**src/rtl/drp_reconf_seq.sv**
```systemverilog
// drp_reconf_seq: DRP master that read-modify-writes a table of PLL registers, then waits for stable lock
// Ports:
//   DCLK, RST              clock (posedge) and asynchronous active-high reset
//   i_start                begin a sequence; sampled only while idle
//   i_tbl_len              number of table entries, 0..2**TBL_AW
//   o_tbl_addr/i_tbl_data  table index out, {daddr[38:32], mask[31:16], data[15:0]} in (latency 0 or 1)
//   o_daddr/o_den/o_dwe/o_di/i_do/i_drdy  DRP master interface
//   i_locked               PLL lock status
//   o_busy/o_done/o_err    sequence in progress / one-cycle success pulse / sticky timeout flag
module drp_reconf_seq #(
  parameter int TBL_AW       = 5,
  parameter int DRDY_TIMEOUT = 64,
  parameter int LOCK_TIMEOUT = 4096,
  parameter int LOCK_STABLE  = 4,
  parameter bit DO_AT_DRDY   = 1'b0
) (
  input  logic              DCLK,
  input  logic              RST,
  input  logic              i_start,
  input  logic [TBL_AW:0]   i_tbl_len,
  output logic [TBL_AW-1:0] o_tbl_addr,
  input  logic [38:0]       i_tbl_data,
  output logic [6:0]        o_daddr,
  output logic              o_den,
  output logic              o_dwe,
  output logic [15:0]       o_di,
  input  logic [15:0]       i_do,
  input  logic              i_drdy,
  input  logic              i_locked,
  output logic              o_busy,
  output logic              o_done,
  output logic              o_err
);
  typedef enum logic [3:0] {IDLE, FETCH0, FETCH1, RD, RD_WAIT, WR, WR_WAIT, NEXT, LOCK_WAIT, DONE_S} state_t;
  localparam int TMAX = LOCK_TIMEOUT > DRDY_TIMEOUT ? LOCK_TIMEOUT : DRDY_TIMEOUT;
  localparam int CW = $clog2(TMAX);
  localparam int LW = $clog2(LOCK_STABLE + 1);
  localparam logic [CW-1:0] DRDY_LAST = CW'(DRDY_TIMEOUT - 1);
  localparam logic [CW-1:0] LOCK_LAST = CW'(LOCK_TIMEOUT - 1);
  localparam logic [LW-1:0] STABLE = LW'(LOCK_STABLE);
  state_t            r_state;
  logic [TBL_AW-1:0] r_idx;
  logic [CW-1:0]     r_cnt;
  logic [LW-1:0]     r_lk;
  logic [15:0]       r_cap, r_mask, r_data;
  logic [15:0]       w_old;
  logic [LW-1:0]     w_lk_nxt;
  logic              w_last;
  // In first-cycle capture mode, a DRDY in the very first wait cycle must still see that cycle's DO
  assign w_old    = (DO_AT_DRDY || r_cnt == '0) ? i_do : r_cap;
  assign w_lk_nxt = i_locked ? r_lk + 1'b1 : '0;
  assign w_last   = {1'b0, r_idx} == i_tbl_len - 1'b1;
  always_ff @(posedge DCLK or posedge RST) begin
    if (RST) begin
      r_state    <= IDLE;
      r_idx      <= '0;
      r_cnt      <= '0;
      r_lk       <= '0;
      r_cap      <= '0;
      r_mask     <= '0;
      r_data     <= '0;
      o_tbl_addr <= '0;
      o_daddr    <= '0;
      o_den      <= 1'b0;
      o_dwe      <= 1'b0;
      o_di       <= '0;
      o_busy     <= 1'b0;
      o_done     <= 1'b0;
      o_err      <= 1'b0;
    end else begin
      case (r_state)
        IDLE: if (i_start) begin
          o_err      <= 1'b0;
          r_idx      <= '0;
          o_tbl_addr <= '0;
          o_busy     <= i_tbl_len != '0;
          o_done     <= i_tbl_len == '0;
          r_state    <= i_tbl_len == '0 ? DONE_S : FETCH0;
        end
        FETCH0: r_state <= FETCH1;
        FETCH1: begin
          o_daddr <= i_tbl_data[38:32];
          r_mask  <= i_tbl_data[31:16];
          r_data  <= i_tbl_data[15:0];
          o_den   <= 1'b1;
          r_state <= RD;
        end
        RD: begin
          o_den   <= 1'b0;
          r_cnt   <= '0;
          r_state <= RD_WAIT;
        end
        RD_WAIT: begin
          r_cnt <= r_cnt + 1'b1;
          if (r_cnt == '0) r_cap <= i_do;
          if (i_drdy) begin
            o_di    <= (w_old & r_mask) | (r_data & ~r_mask);
            o_den   <= 1'b1;
            o_dwe   <= 1'b1;
            r_state <= WR;
          end else if (r_cnt == DRDY_LAST) begin
            o_err   <= 1'b1;
            o_busy  <= 1'b0;
            r_state <= IDLE;
          end
        end
        WR: begin
          o_den   <= 1'b0;
          o_dwe   <= 1'b0;
          r_cnt   <= '0;
          r_state <= WR_WAIT;
        end
        WR_WAIT: begin
          r_cnt <= r_cnt + 1'b1;
          if (i_drdy) r_state <= NEXT;
          else if (r_cnt == DRDY_LAST) begin
            o_err   <= 1'b1;
            o_busy  <= 1'b0;
            r_state <= IDLE;
          end
        end
        NEXT: begin
          r_cnt      <= '0;
          r_lk       <= '0;
          r_idx      <= w_last ? r_idx : r_idx + 1'b1;
          o_tbl_addr <= w_last ? r_idx : r_idx + 1'b1;
          r_state    <= w_last ? LOCK_WAIT : FETCH0;
        end
        LOCK_WAIT: begin
          r_cnt <= r_cnt + 1'b1;
          r_lk  <= w_lk_nxt;
          if (w_lk_nxt == STABLE) begin
            o_done  <= 1'b1;
            o_busy  <= 1'b0;
            r_state <= DONE_S;
          end else if (r_cnt == LOCK_LAST) begin
            o_err   <= 1'b1;
            o_busy  <= 1'b0;
            r_state <= IDLE;
          end
        end
        DONE_S: begin
          o_done  <= 1'b0;
          r_state <= IDLE;
        end
        default: r_state <= IDLE;
      endcase
    end
  end
endmodule

```
**config.mk**
```make
export PLATFORM = sky130hd
export DESIGN_NAME = drp_reconf_seq
export DESIGN_NICKNAME = d
export VERILOG_FILES = /design/src/rtl/drp_reconf_seq.sv
export SDC_FILE = /design/constraint.sdc
export NUM_CORES = 1
export LEC_CHECK = 0
export CELL_PAD_IN_SITES_DETAIL_PLACEMENT = 0
export CELL_PAD_IN_SITES_GLOBAL_PLACEMENT = 1
export CORE_MARGIN = 2
export CORE_UTILIZATION = 35
export CTS_BUF_LIST = sky130_fd_sc_hd__clkbuf_8
export DETAILED_ROUTE_END_ITERATION = 8
export PLACE_DENSITY = 0.74
export SYNTH_ARGS = -nofsm -noshare
export SYNTH_HDL_FRONTEND = slang
export SYNTH_SLANG_ARGS = --single-unit
```
**constraint.sdc**
```tcl
create_clock -name DCLK -period 4.8 [get_ports DCLK]
set_input_delay 1.2 -clock DCLK [delete_from_list [all_inputs] [get_ports DCLK]]
set_output_delay 1.2 -clock DCLK [all_outputs]
set_load 0.01 [all_outputs]
```
==> flow_summary_export.csv <==
group,metric,value,unit
detailed_routing,drtIter0Drc,225,
floorplan,die_h,120,µm
clock_network,post_cts_buffers,0,
floorplan,row_count,42,
yosys,syn_inst,451,
detailed_routing,drtPass1Iterations,5,
place,hpwl,7.464,mm
sta,finalSetupTns,0,ps
yosys,synth_warnings,0,
clock_network,ctsResizeCount,0,
worst_setup_path,slowest_stage,"clkdlybuf4s50_1",
yosys,yosysUniqueCellTypes,43,
sta,rsz0062_at_grt,"false",
cells_and_area,syn2layout_area_growth,29.25,%
yosys,ys_ff_latch,100,
clock_network,clk_latency,380,ps
detailed_routing,via_per_inst,5.003,
floorplan,core_area,0.01319,mm²
clock_network,clkTransAtPathRegs,90,ps
detailed_routing,postRouteAntennaNets,0,
detailed_routing,wl,10.59,mm
cells_and_area,antenna_cells,0,
sta,holdWs,484.0,ps
floorplan,initial_core_util,35.70,%
global_routing,antenna_found_initial,0,
worst_setup_path,cp_num_buf_inv,2,
yosys,synth_nets,522,
cells_and_area,n_fill_cell,1253,
yosys,syn_area,0.004710,mm²
sta,fin_skew,12.07,ps
worst_setup_path,crit_chain,"clkdlybuf4s50_1 > inv_1 > ha_1 > o21ba_2 > a221oi_1 > a21oi_1 > a2111o_1 > mux2i_1 > nor3b_1",
floorplan,die-area,0.01440,mm²
global_routing,track_usage,15.85,%
floorplan,die_x,120,µm
clock_network,cts.sinks,100,
power,irDropWorstVdd,0.2240,mV
run_status,status,"finished clean",
yosys,synth_edf_count,0,
detailed_routing,vias,3647,
worst_setup_path,critPathMaxFanout,6,
worst_setup_path,crit_arrival,3550,ps
yosys,synthTopCellsByCount,"dfrtp_1 (100), nand2_1 (70), o21ai_0 (61), mux2_2 (46), a21oi_1 (26)",
sta,period_minus_slack,3250,ps
yosys,ys.flop_type,"dfrtp_1",
yosys,yosysSeqAreaShare,53.13,%
worst_setup_path,end_kind,"flop",
power,p_leak,2.572,nW
worst_setup_path,max_stage_delay,550,ps
detailed_routing,wl_per_cell,14.53,µm
worst_setup_path,worstPathRequired,5100,ps
clock_network,cts_tree,"done",
worst_setup_path,cp_top_family,"compound AO/OA/AOI/OAI gates",
place,place_congestion,0.7953,
worst_setup_path,critPathKind,"in -> reg",
yosys,synthArstFlopShare,100.0,%
clock_network,cts_hold_buf,0,
worst_setup_path,worst_setup_path_start_kind,"input port",
cells_and_area,drive_gt1_share,13.02,%
min_path,holdCritPathClass,"reg -> reg",
yosys,synth_most_common_cell,"dfrtp_1",
yosys,synth_top_area_share,53.13,%
power,power_density,553.5,mW/mm²
global_routing,grt_pass1_vias,3732,
sta,finalSetupViolCount,0,
cells_and_area,fin_nets,619,
clock_network,htree_levels,3,
global_routing,grt_overflow_total,0,
sta,hold_viol_final,0,
place,portBuffers,98,
run,drv_cap,0,
sta,maxSlewViolCount,0,
sta,clock.fmax,0.3077,GHz
yosys,synth.avg_cell_area,10.44,µm²
clock_network,cts_root_buf,"clkbuf_8",
clock_network,cts_buffer_depth,2,
sta,worst_slew_pin_slew,1058,ps
clock_network,numCtsBuffers,9,
global_routing,grt_start_max_net_pins,61,
worst_setup_path,reg2reg_slack,2370,ps
sta,slew_headroom,29.33,%
yosys,synth_area_leaders,"dfrtp_1 (53%), mux2_2 (11%), o21ai_0 (6.5%)",
sta,finalCritPeriodShare,67.70,%
detailed_routing,drcViolationCount,0,
floorplan,io_pins,99,
global_routing,grt_pass1_wl,17.99,mm
yosys,synth_largest_area_cell,"dfrtp_1",
-- logic make-up after synthesis --
kind of cell / synth area share [%]
compound gates: 12.38
xor+xnor: 1.488
fa+ha+maj: 1.328
buf+inv: 2.338
flops: 53.13
mux: 15.04
simple gates: 14.29
-- worst paths after layout --
check	startpoint	end	depth (start not counted)
setup / recovery	i_tbl_len[0]	r_idx[2]	9
hold / removal	o_di[1]	o_di[1]	2
setup reg to reg	r_state[0]	r_cnt[8]	6
hold reg to reg	o_di[1]	o_di[1]	2
max in group asynchronous	RST	r_mask[12]	3
min in group asynchronous	RST	o_di[3]	2
-- cells in the final DEF (no fill, tap or decap), drive strengths merged, types with 2 or more instances in the layout --
master,n
nor4,3
ha,5
inv,12
nor2,23
nand4b,2
nand2,70
o31ai,3
mux2i,19
nand4,4
nand2b,6
and4b,2
clkbuf,10
nand3,16
o21a,3
a21o,2
o21ai,61
and3,5
o311ai,2
clkdlybuf4s50,98
xor2,7
a21oi,26
buf,5
nor3,6
mux2,46
dfrtp,100
-- per-stage QoR --
stage	std cells	setup slack [ps]	power [W]	util, %	instance area [µm²]
detailed placement	713	1175	0.002858	44.61	5884
global placement	713	1239	0.002811	44.61	5884
CTS	729	1580	0.003426	46.15	6087
floorplan	451	981.2	0.002326	-	4710
finish	729	1550	0.003369	46.15	6087
global route	729	1384	0.003660	46.15	6087
-- tightest hold or removal path, cell delays in order, from the launching register on --
cell and delay [ps]:
dfrtp_1 350, nand2_1 40, o21ai_0 60
-- power by group --
part / leakage (nW) / total [W] / internal, W / switching [W]
clock network: 0.107 / 0.000557 / 0.000256 / 0.000300
logic: 1.25 / 0.00139 / 0.000740 / 0.000650
registers: 1.22 / 0.00142 / 0.00119 / 0.000231
-- flip-flops by register name, indices dropped and copies added, names as in the netlist --
register,flops
r_lk,3
r_idx,5
o_den,1
r_mask,16
o_done,1
r_data,16
r_cap,16
o_daddr,7
o_err,1
o_busy,1
r_cnt,12
o_di,16
o_dwe,1
r_state,4
-- cell type report --
type / instances / area [µm²] / share of cell area [%]
multi-input combinational: 325 / 2107 / 34.61
timing repair buffer: 103 / 1018 / 16.73
inverter: 9 / 36.28 / 0.5961
tap: 176 / 220.2 / 3.618
sequential: 100 / 2502 / 41.11
clock buffer: 10 / 137.6 / 2.261
clock inverter: 6 / 65.06 / 1.069
-- routing by layer --
metal | vias to the layer above | track usage, % | part of all wire, %
met5 | - | 0 | 0
met4 | 0 | 5.221 | 1.9
met3 | 13 | 4.943 | 5.3
met2 | 81 | 25.57 | 47
met1 | 1761 | 20.23 | 46
li1 | 1792 | - | -
Note: power is estimated with default switching activity, not from simulation.
